[src/rtl/key_encoder_8to3.sv]
// key_encoder_8to3: synchronised, debounced 8-to-3 priority encoder with valid strobe and held flag.
// Optional MULTI_KEY_ERR_EN builds a registered multi-key error flag; otherwise err is tied low.
module key_encoder_8to3 #(
  parameter int DEBOUNCE_CYCLES = 4,
  parameter int CNT_W = 8
) (
  input  logic       clk,
  input  logic       rst,
  input  logic [7:0] key,
  output logic [2:0] code,
  output logic       valid,
  output logic       held,
  output logic       err
);
  typedef enum logic [1:0] {IDLE, DEBOUNCE, PRESSED, RELEASE} state_t;
  state_t state, state_n;
  logic [7:0] s1, ks, snap, snap_n;
  logic [CNT_W-1:0] cnt, cnt_n;
  logic [2:0] code_n, enc;
  logic valid_n, last;
  assign last = cnt == CNT_W'(DEBOUNCE_CYCLES - 1);
  assign held = state == PRESSED || state == RELEASE;
  always_comb begin
    enc = 3'd0;
    for (int i = 0; i < 8; i++) enc = snap[i] ? 3'(i) : enc;
  end
  always_comb begin
    state_n = state;
    cnt_n = cnt;
    snap_n = snap;
    code_n = code;
    valid_n = 1'b0;
    case (state)
      IDLE: if (ks != 8'd0) begin
        state_n = DEBOUNCE;
        snap_n = ks;
        cnt_n = '0;
      end
      DEBOUNCE: if (ks == 8'd0) state_n = IDLE;
      else if (ks != snap) begin
        snap_n = ks;
        cnt_n = '0;
      end else if (last) begin
        state_n = PRESSED;
        code_n = enc;
        valid_n = 1'b1;
      end else cnt_n = cnt + 1'b1;
      PRESSED: if (ks == 8'd0) begin
        state_n = RELEASE;
        cnt_n = '0;
      end
      default: if (ks != 8'd0) begin
        state_n = PRESSED;
        cnt_n = '0;
      end else if (last) state_n = IDLE;
      else cnt_n = cnt + 1'b1;
    endcase
  end
  always_ff @(posedge clk or posedge rst)
    if (rst) begin
      s1 <= '0;
      ks <= '0;
      state <= IDLE;
      cnt <= '0;
      snap <= '0;
      code <= '0;
      valid <= 1'b0;
    end else begin
      s1 <= key;
      ks <= s1;
      state <= state_n;
      cnt <= cnt_n;
      snap <= snap_n;
      code <= code_n;
      valid <= valid_n;
    end
`ifdef MULTI_KEY_ERR_EN
  // clearing the lowest set bit leaves something only if two or more bits were set
  always_ff @(posedge clk or posedge rst)
    if (rst) err <= 1'b0;
    else if (valid_n) err <= |(snap & (snap - 8'd1));
`else
  assign err = 1'b0;
`endif
endmodule

[config.mk]
export PLATFORM = sky130hd
export DESIGN_NAME = key_encoder_8to3
export DESIGN_NICKNAME = d
export VERILOG_FILES = /design/src/rtl/key_encoder_8to3.sv
export SDC_FILE = /design/constraint.sdc
export NUM_CORES = 1
export LEC_CHECK = 0
export CAP_MARGIN = 20
export CORE_MARGIN = 3
export CORE_UTILIZATION = 35
export CTS_BUF_LIST = sky130_fd_sc_hd__clkbuf_16
export DETAILED_ROUTE_END_ITERATION = 8
export PLACE_DENSITY = 0.59
export SYNTH_ARGS = -nofsm -noshare
export SYNTH_HDL_FRONTEND = slang
export SYNTH_SLANG_ARGS = --single-unit
[constraint.sdc]
create_clock -name clk -period 2.2 [get_ports clk]
set_clock_uncertainty 0.05 [all_clocks]
set_input_delay 0.22 -clock clk [delete_from_list [all_inputs] [get_ports clk]]
set_output_delay 0.22 -clock clk [all_outputs]
set_load 0.02 [all_outputs]
After elaboration in Yosys (flattened, before gate mapping)
Index checks and enable logic that the tools add are counted.

storage, ports and cells
  register bits = 38
  bits in latches = 0
  memory bits (writable) = 0
  bits in read-only memories = 0
  bits of input ports = 10
  output and inout port bits = 6
  word-level logic and storage cells = 61
  memories = 0

cells by class
  add/subtract/negate cells = 1
  multiply operators = 0
  div/mod/pow operators = 0
  $lt $le $gt $ge = 0
  eq/ne operators = 11
  shifts and indexed selects = 0
  mux-type cells = 30
  bitwise operators = 2
  reductions and logical operators = 10

operators with widths
  kind                                                    number
  two-way mux 8 bit                                       9
  case mux 8 bit (3 select lines)                         1
  two-way mux 2 bit                                       9
  case mux 8 bit (2 select lines)                         1
  two-way mux 3 bit                                       4
  adder 8 x 1 -> 8 bit (second input constant)            1
  == test 8 x 2 -> 1 bit (second input constant)          1
  zero test 8 bit                                         1
  inequality test 8 bit                                   1
  AND reduction 4 bit                                     2
  nonzero test 8 bit                                      1
  inequality test 2 bit (second input constant)           3
  inequality test 3 bit (second input constant)           2
  case mux 2 bit (3 select lines)                         1
  two-way mux 1 bit                                       5
  AND reduction 5 bit                                     1
  == test 2 bit (second input constant)                   2
  nonzero test 4 bit                                      1
  AND reduction 3 bit                                     1
  == test 2 x 1 -> 1 bit (second input constant)          1
  zero test 2 bit                                         1
  inequality test 2 x 1 -> 1 bit (second input constant)  1
  NOT 1 bit                                               2
  nonzero test 2 bit                                      1
  logical OR 1 bit                                        1

Depth between registers and ports, before layout
  depth after elaboration = 7
  mapped depth = 7
  gate-level depth less buffers = 6

Worst setup path after synthesis
OpenSTA, ideal clock, no wires.

  path kind = register -> register
  start point = register cnt[0]
  end point = register cnt[6]
  arrival = 1642 ps
  required time = 2017 ps
  setup slack = 375 ps
  stages on the path, launching flop included = 8
  path buffers = 1
  period minus slack after synthesis = 1825 ps
  path through = dfrtp_1 ha_1 nor4b_1 a21bo_1 buf_2 nor4_1 o31ai_1 o41ai_1

between the ends
  word-level cells in the longest chain between the ends = 5
  elaborated cells between the ends (all ways) = 7
  classes of those cells = add/sub: 1; eq/ne: 1; mux: 5

ends and longest elaborated chain
  item                                                            RTL line    RTL
  from (decl)                                                     18          logic [CNT_W-1:0] cnt, cnt_n;
  from (signal assigned)                                          72          cnt <= cnt_n;
  adder 8 x 1 -> 8 bit or == test 8 x 2 -> 1 bit (tied branches)  47, 56, 21
  two-way mux 8 bit *                                             43, 55
  two-way mux 8 bit                                               40          else if (ks != snap) begin
  two-way mux 8 bit                                               39          DEBOUNCE: if (ks == 8'd0) state_n = IDLE;
  case mux 8 bit (3 select lines) *                               33          case (state)

Every way passes the cells marked *; elsewhere a longest branch is shown, timed or not. The select of a mux whose other input is x is not followed.
A chain may end at the register's enable or synchronous reset.

Final worst setup path
  start point = register ks[6]
  end point = register cnt[5]

between the ends
  word-level cells in the longest chain between the ends = 4
  elaborated cells between the ends (all ways) = 11
  classes of those cells = eq/ne: 4; mux: 4; reduce/logical: 3

ends and longest elaborated chain
  item                             RTL line  RTL
  from (decl)                      17        logic [7:0] s1, ks, snap, snap_n;
  from (signal assigned)           62        ks <= '0;
  from (signal assigned)           70        ks <= s1;
  inequality test 8 bit            40
  two-way mux 8 bit                40
  two-way mux 8 bit                39
  case mux 8 bit (3 select lines)  33

Several ways; a longest one is shown, not always the timed one. The select of a mux whose other input is x is not followed.

==> impl_metrics.yaml <==
status:
  outcome: "finished, final reports clean"
floorplan:
  initial_utilization_pct: 36.84
  ios: 16
  die_h_um: 76.97
  die_w_um: 76.97
  core_area_mm2: 0.004786
  rows: 25
  die-area_mm2: 0.005924
worst_setup_path:
  rr_endpoint: "cnt[5]$_DFFE_PP0P_"
  endpoint: "cnt[5]$_DFFE_PP0P_"
  path_class: "reg -> reg"
  critPathLaunch: "ks[6]$_DFF_PP0_"
  crit_path_end_kind: "register"
  cp_max_fo: 9
  cp-start-kind: "register"
  cp_data_required_time_ps: 2360
  timing.rr.start: "ks[6]$_DFF_PP0_"
  cp_data_arrival_time_ps: 2130
  r2r_cells: 5
  r2r_slack_ps: 230
yosys:
  syn_area_mm2: 0.001763
  synth-xor-area-share_pct: 5.678
  syn_area_per_cell_um2: 11.83
  synth_mux_area_share_pct: 7.594
  synth_cell_types: 45
  synth_top_area_cell: "dfrtp_1"
  synth_cells: 149
  synthAdderAreaFrac_pct: 0.7097
  synth_ff_type: "dfrtp_1"
  yosys_warnings: 0
  synth_edf_count: 0
  ys_seq_area_share_pct: 53.94
  synth_compound_area_share_pct: 11.21
  syn_nets: 160
  synth_area_leaders: "dfrtp_1 54%, mux2_1 7.0%, xnor2_2 3.7%"
  ys_ff_latch: 38
  async_flop_share_pct: 100.0
  synth_top_family_by_area: "simple AND/OR/NAND/NOR gates"
  synthDominantCellAreaShare_pct: 53.94
  synth_simple_gate_area_share_pct: 17.81
pwr:
  ir_drop_uv: 490.7
  p_leak_nw: 0.9208
  p_per_area_mw_per_mm2: 805.7
sta:
  fin_crit_sh_pct: 89.50
  slew_viol_final: 0
  setup_viol: 0
  timing.fmax_mhz: 507.9
  setup_tns_ps: 0
  rsz0062_at_grt: "false"
  final-hold-violation-count: 0
  whs_ps: 295.0
  period_needed_ps: 1969
final_layout:
  area_growth_pct: 23.78
  post-route-util_pct: 45.59
  final_cells: 236
  fillers: 447
  n_antenna_cell: 0
  fin_nets: 179
  drive_above_1_share_pct: 15.38
detailed_routing:
  avgRoutedWirePerCell_um: 13.12
  vias: 1216
  dr.pass1.iters: 4
  wirelength_mm: 3.096
  viasPerCell: 5.153
  ant_nets: 0
  drc: 0
  drt_iter0_drc: 44
placement:
  dp_hpwl_mm: 2.249
  gp_congestion: 0.8383
  dp.cells: 228
  io_buffers: 14
clocking:
  postCtsSetupBuffers: 0
  root_buffer: "clkbuf_16"
  numClockSinks: 38
  path_clk_slew_ps: 60
  ctsLongestPathBuffers: 2
  numCtsBuffers: 5
  clk_latency_ps: 280
  tritoncts: "done"
  cts.htree.levels: 2
global_routing:
  grt_pass1_vias: 1227
  grt_overflow: 0
  antenna_found_initial: 0
  gr-usage-all-layers_pct: 11.89
  grt.met2_usage_pct: 20.38
  globalRouteMet1Util_pct: 13.74
  top_usage_layer: "met2"
  grt_max_degree: 39
  use_met3_pct: 3.756
  grt_pass1_wl_mm: 5.582
job:
  max-cap-violations: 0
min_path:
  worstHoldStart: "s1[0]$_DFF_PP0_"
  hold_class: "reg -> reg"
==> worst max-delay path: stages, from the launching register on <==
cell and delay (ps):
dfrtp_1 430, xnor2_2 230, nand4_4 210, o41ai_2 380, or4b_1 500, o211ai_2 90
==> synth_stat cells, drive strengths merged (2+ instances only) <==
| cell type | instances |
|---|---|
| a21oi | 2 |
| buf | 2 |
| clkbuf | 2 |
| dfrtp | 38 |
| inv | 8 |
| mux2 | 11 |
| nand2 | 10 |
| nand2b | 2 |
| nand3 | 5 |
| nand4 | 4 |
| nor2 | 7 |
| nor3 | 7 |
| nor3b | 2 |
| nor4 | 7 |
| nor4b | 2 |
| o21ai | 8 |
| o21bai | 2 |
| o31ai | 6 |
| o41ai | 2 |
| xnor2 | 8 |
==> metrics by stage <==
| step | cell area (um^2) | worst slack [ps] | power (mW) |
|---|---|---|---|
| final | 2182 | 231.0 | 1.758 |
| after global routing | 2182 | 29.13 | 1.826 |
| after CTS | 2176 | 137.4 | 1.777 |
| after detailed placement | 1982 | 141.5 | 0.8419 |
| after global placement | 1982 | 224.6 | 0.8389 |
| after floorplan | 1763 | 374.9 | 0.8097 |
==> how the worst min path moves through the flow <==
stage	to	cells past startpoint	slack, ps
floorplan	s1[0]$_DFF_PP0_	0	200
global placement	ks[0]$_DFF_PP0_	0	280
detailed placement	ks[1]$_DFF_PP0_	0	280
CTS	ks[1]$_DFF_PP0_	0	300
global route	ks[7]$_DFF_PP0_	0	310
finish	ks[0]$_DFF_PP0_	0	290
==> routing by layer <==
layer | wire length [um] | vias to the layer above
met5 | 0 | -
met4 | 59 | 0
met1 | 1336 | 613
li1 | - | 576
met3 | 118 | 6
met2 | 1583 | 21
==> registers in the layout, summed over array words and instances (netlist names), named ones only <==
signal / flops
state: 1
ks: 8
snap: 8
cnt: 8
s1: 8
code: 3
valid: 1
==> cell usage in the layout, fill, tap and decap left out, types with 2 or more instances in the layout <==
| cell type | n |
|---|---|
| dfrtp_1 | 38 |
| nor4_1 | 5 |
| nand4_1 | 2 |
| o31ai_1 | 6 |
| nand2b_1 | 2 |
| inv_1 | 8 |
| xnor2_1 | 4 |
| xnor2_2 | 4 |
| clkbuf_16 | 5 |
| o21ai_1 | 3 |
| nor3_1 | 6 |
| o21ai_0 | 4 |
| o21bai_1 | 2 |
| clkdlybuf4s50_1 | 14 |
| nor4_2 | 2 |
| nand2_1 | 9 |
| bufinv_16 | 2 |
| nor3b_1 | 2 |
| buf_4 | 2 |
| nor2_1 | 7 |
| nand3_1 | 5 |
| mux2_1 | 11 |
==> cell families after synthesis <==
| group | Yosys count |
|---|---|
| AO/OA/AOI/OAI | 26 |
| flip-flops | 38 |
| AND/OR/NAND/NOR | 51 |
| multiplexers | 12 |
| XOR/XNOR | 8 |
| other | 1 |
| adder cells (fa/ha/maj) | 1 |
| buffers and inverters | 12 |
==> area by class of cell <==
cell class	instances	area [um^2]	share of cell area (%)
inverters	8	30.03	1.376
multi-input cells	99	768.2	35.21
clock inverters	3	68.82	3.154
flip-flops and latches	38	950.9	43.58
well taps	67	83.83	3.842
clock buffers	5	125.1	5.734
repair buffers	16	155.1	7.110
==> report_power, final <==
part	internal [mW]	switching [mW]	total [mW]
logic	0.0425	0.0410	0.0835
registers	0.722	0.0212	0.744
clock network	0.651	0.280	0.931
==> repair_timing <==
item,CTS,global route
gates resized for setup,0,1
endpoints found under the hold margin,0,0
hold buffers,0,0
endpoints found under the setup margin,0,7
Power figures use the tool's default switching activity.
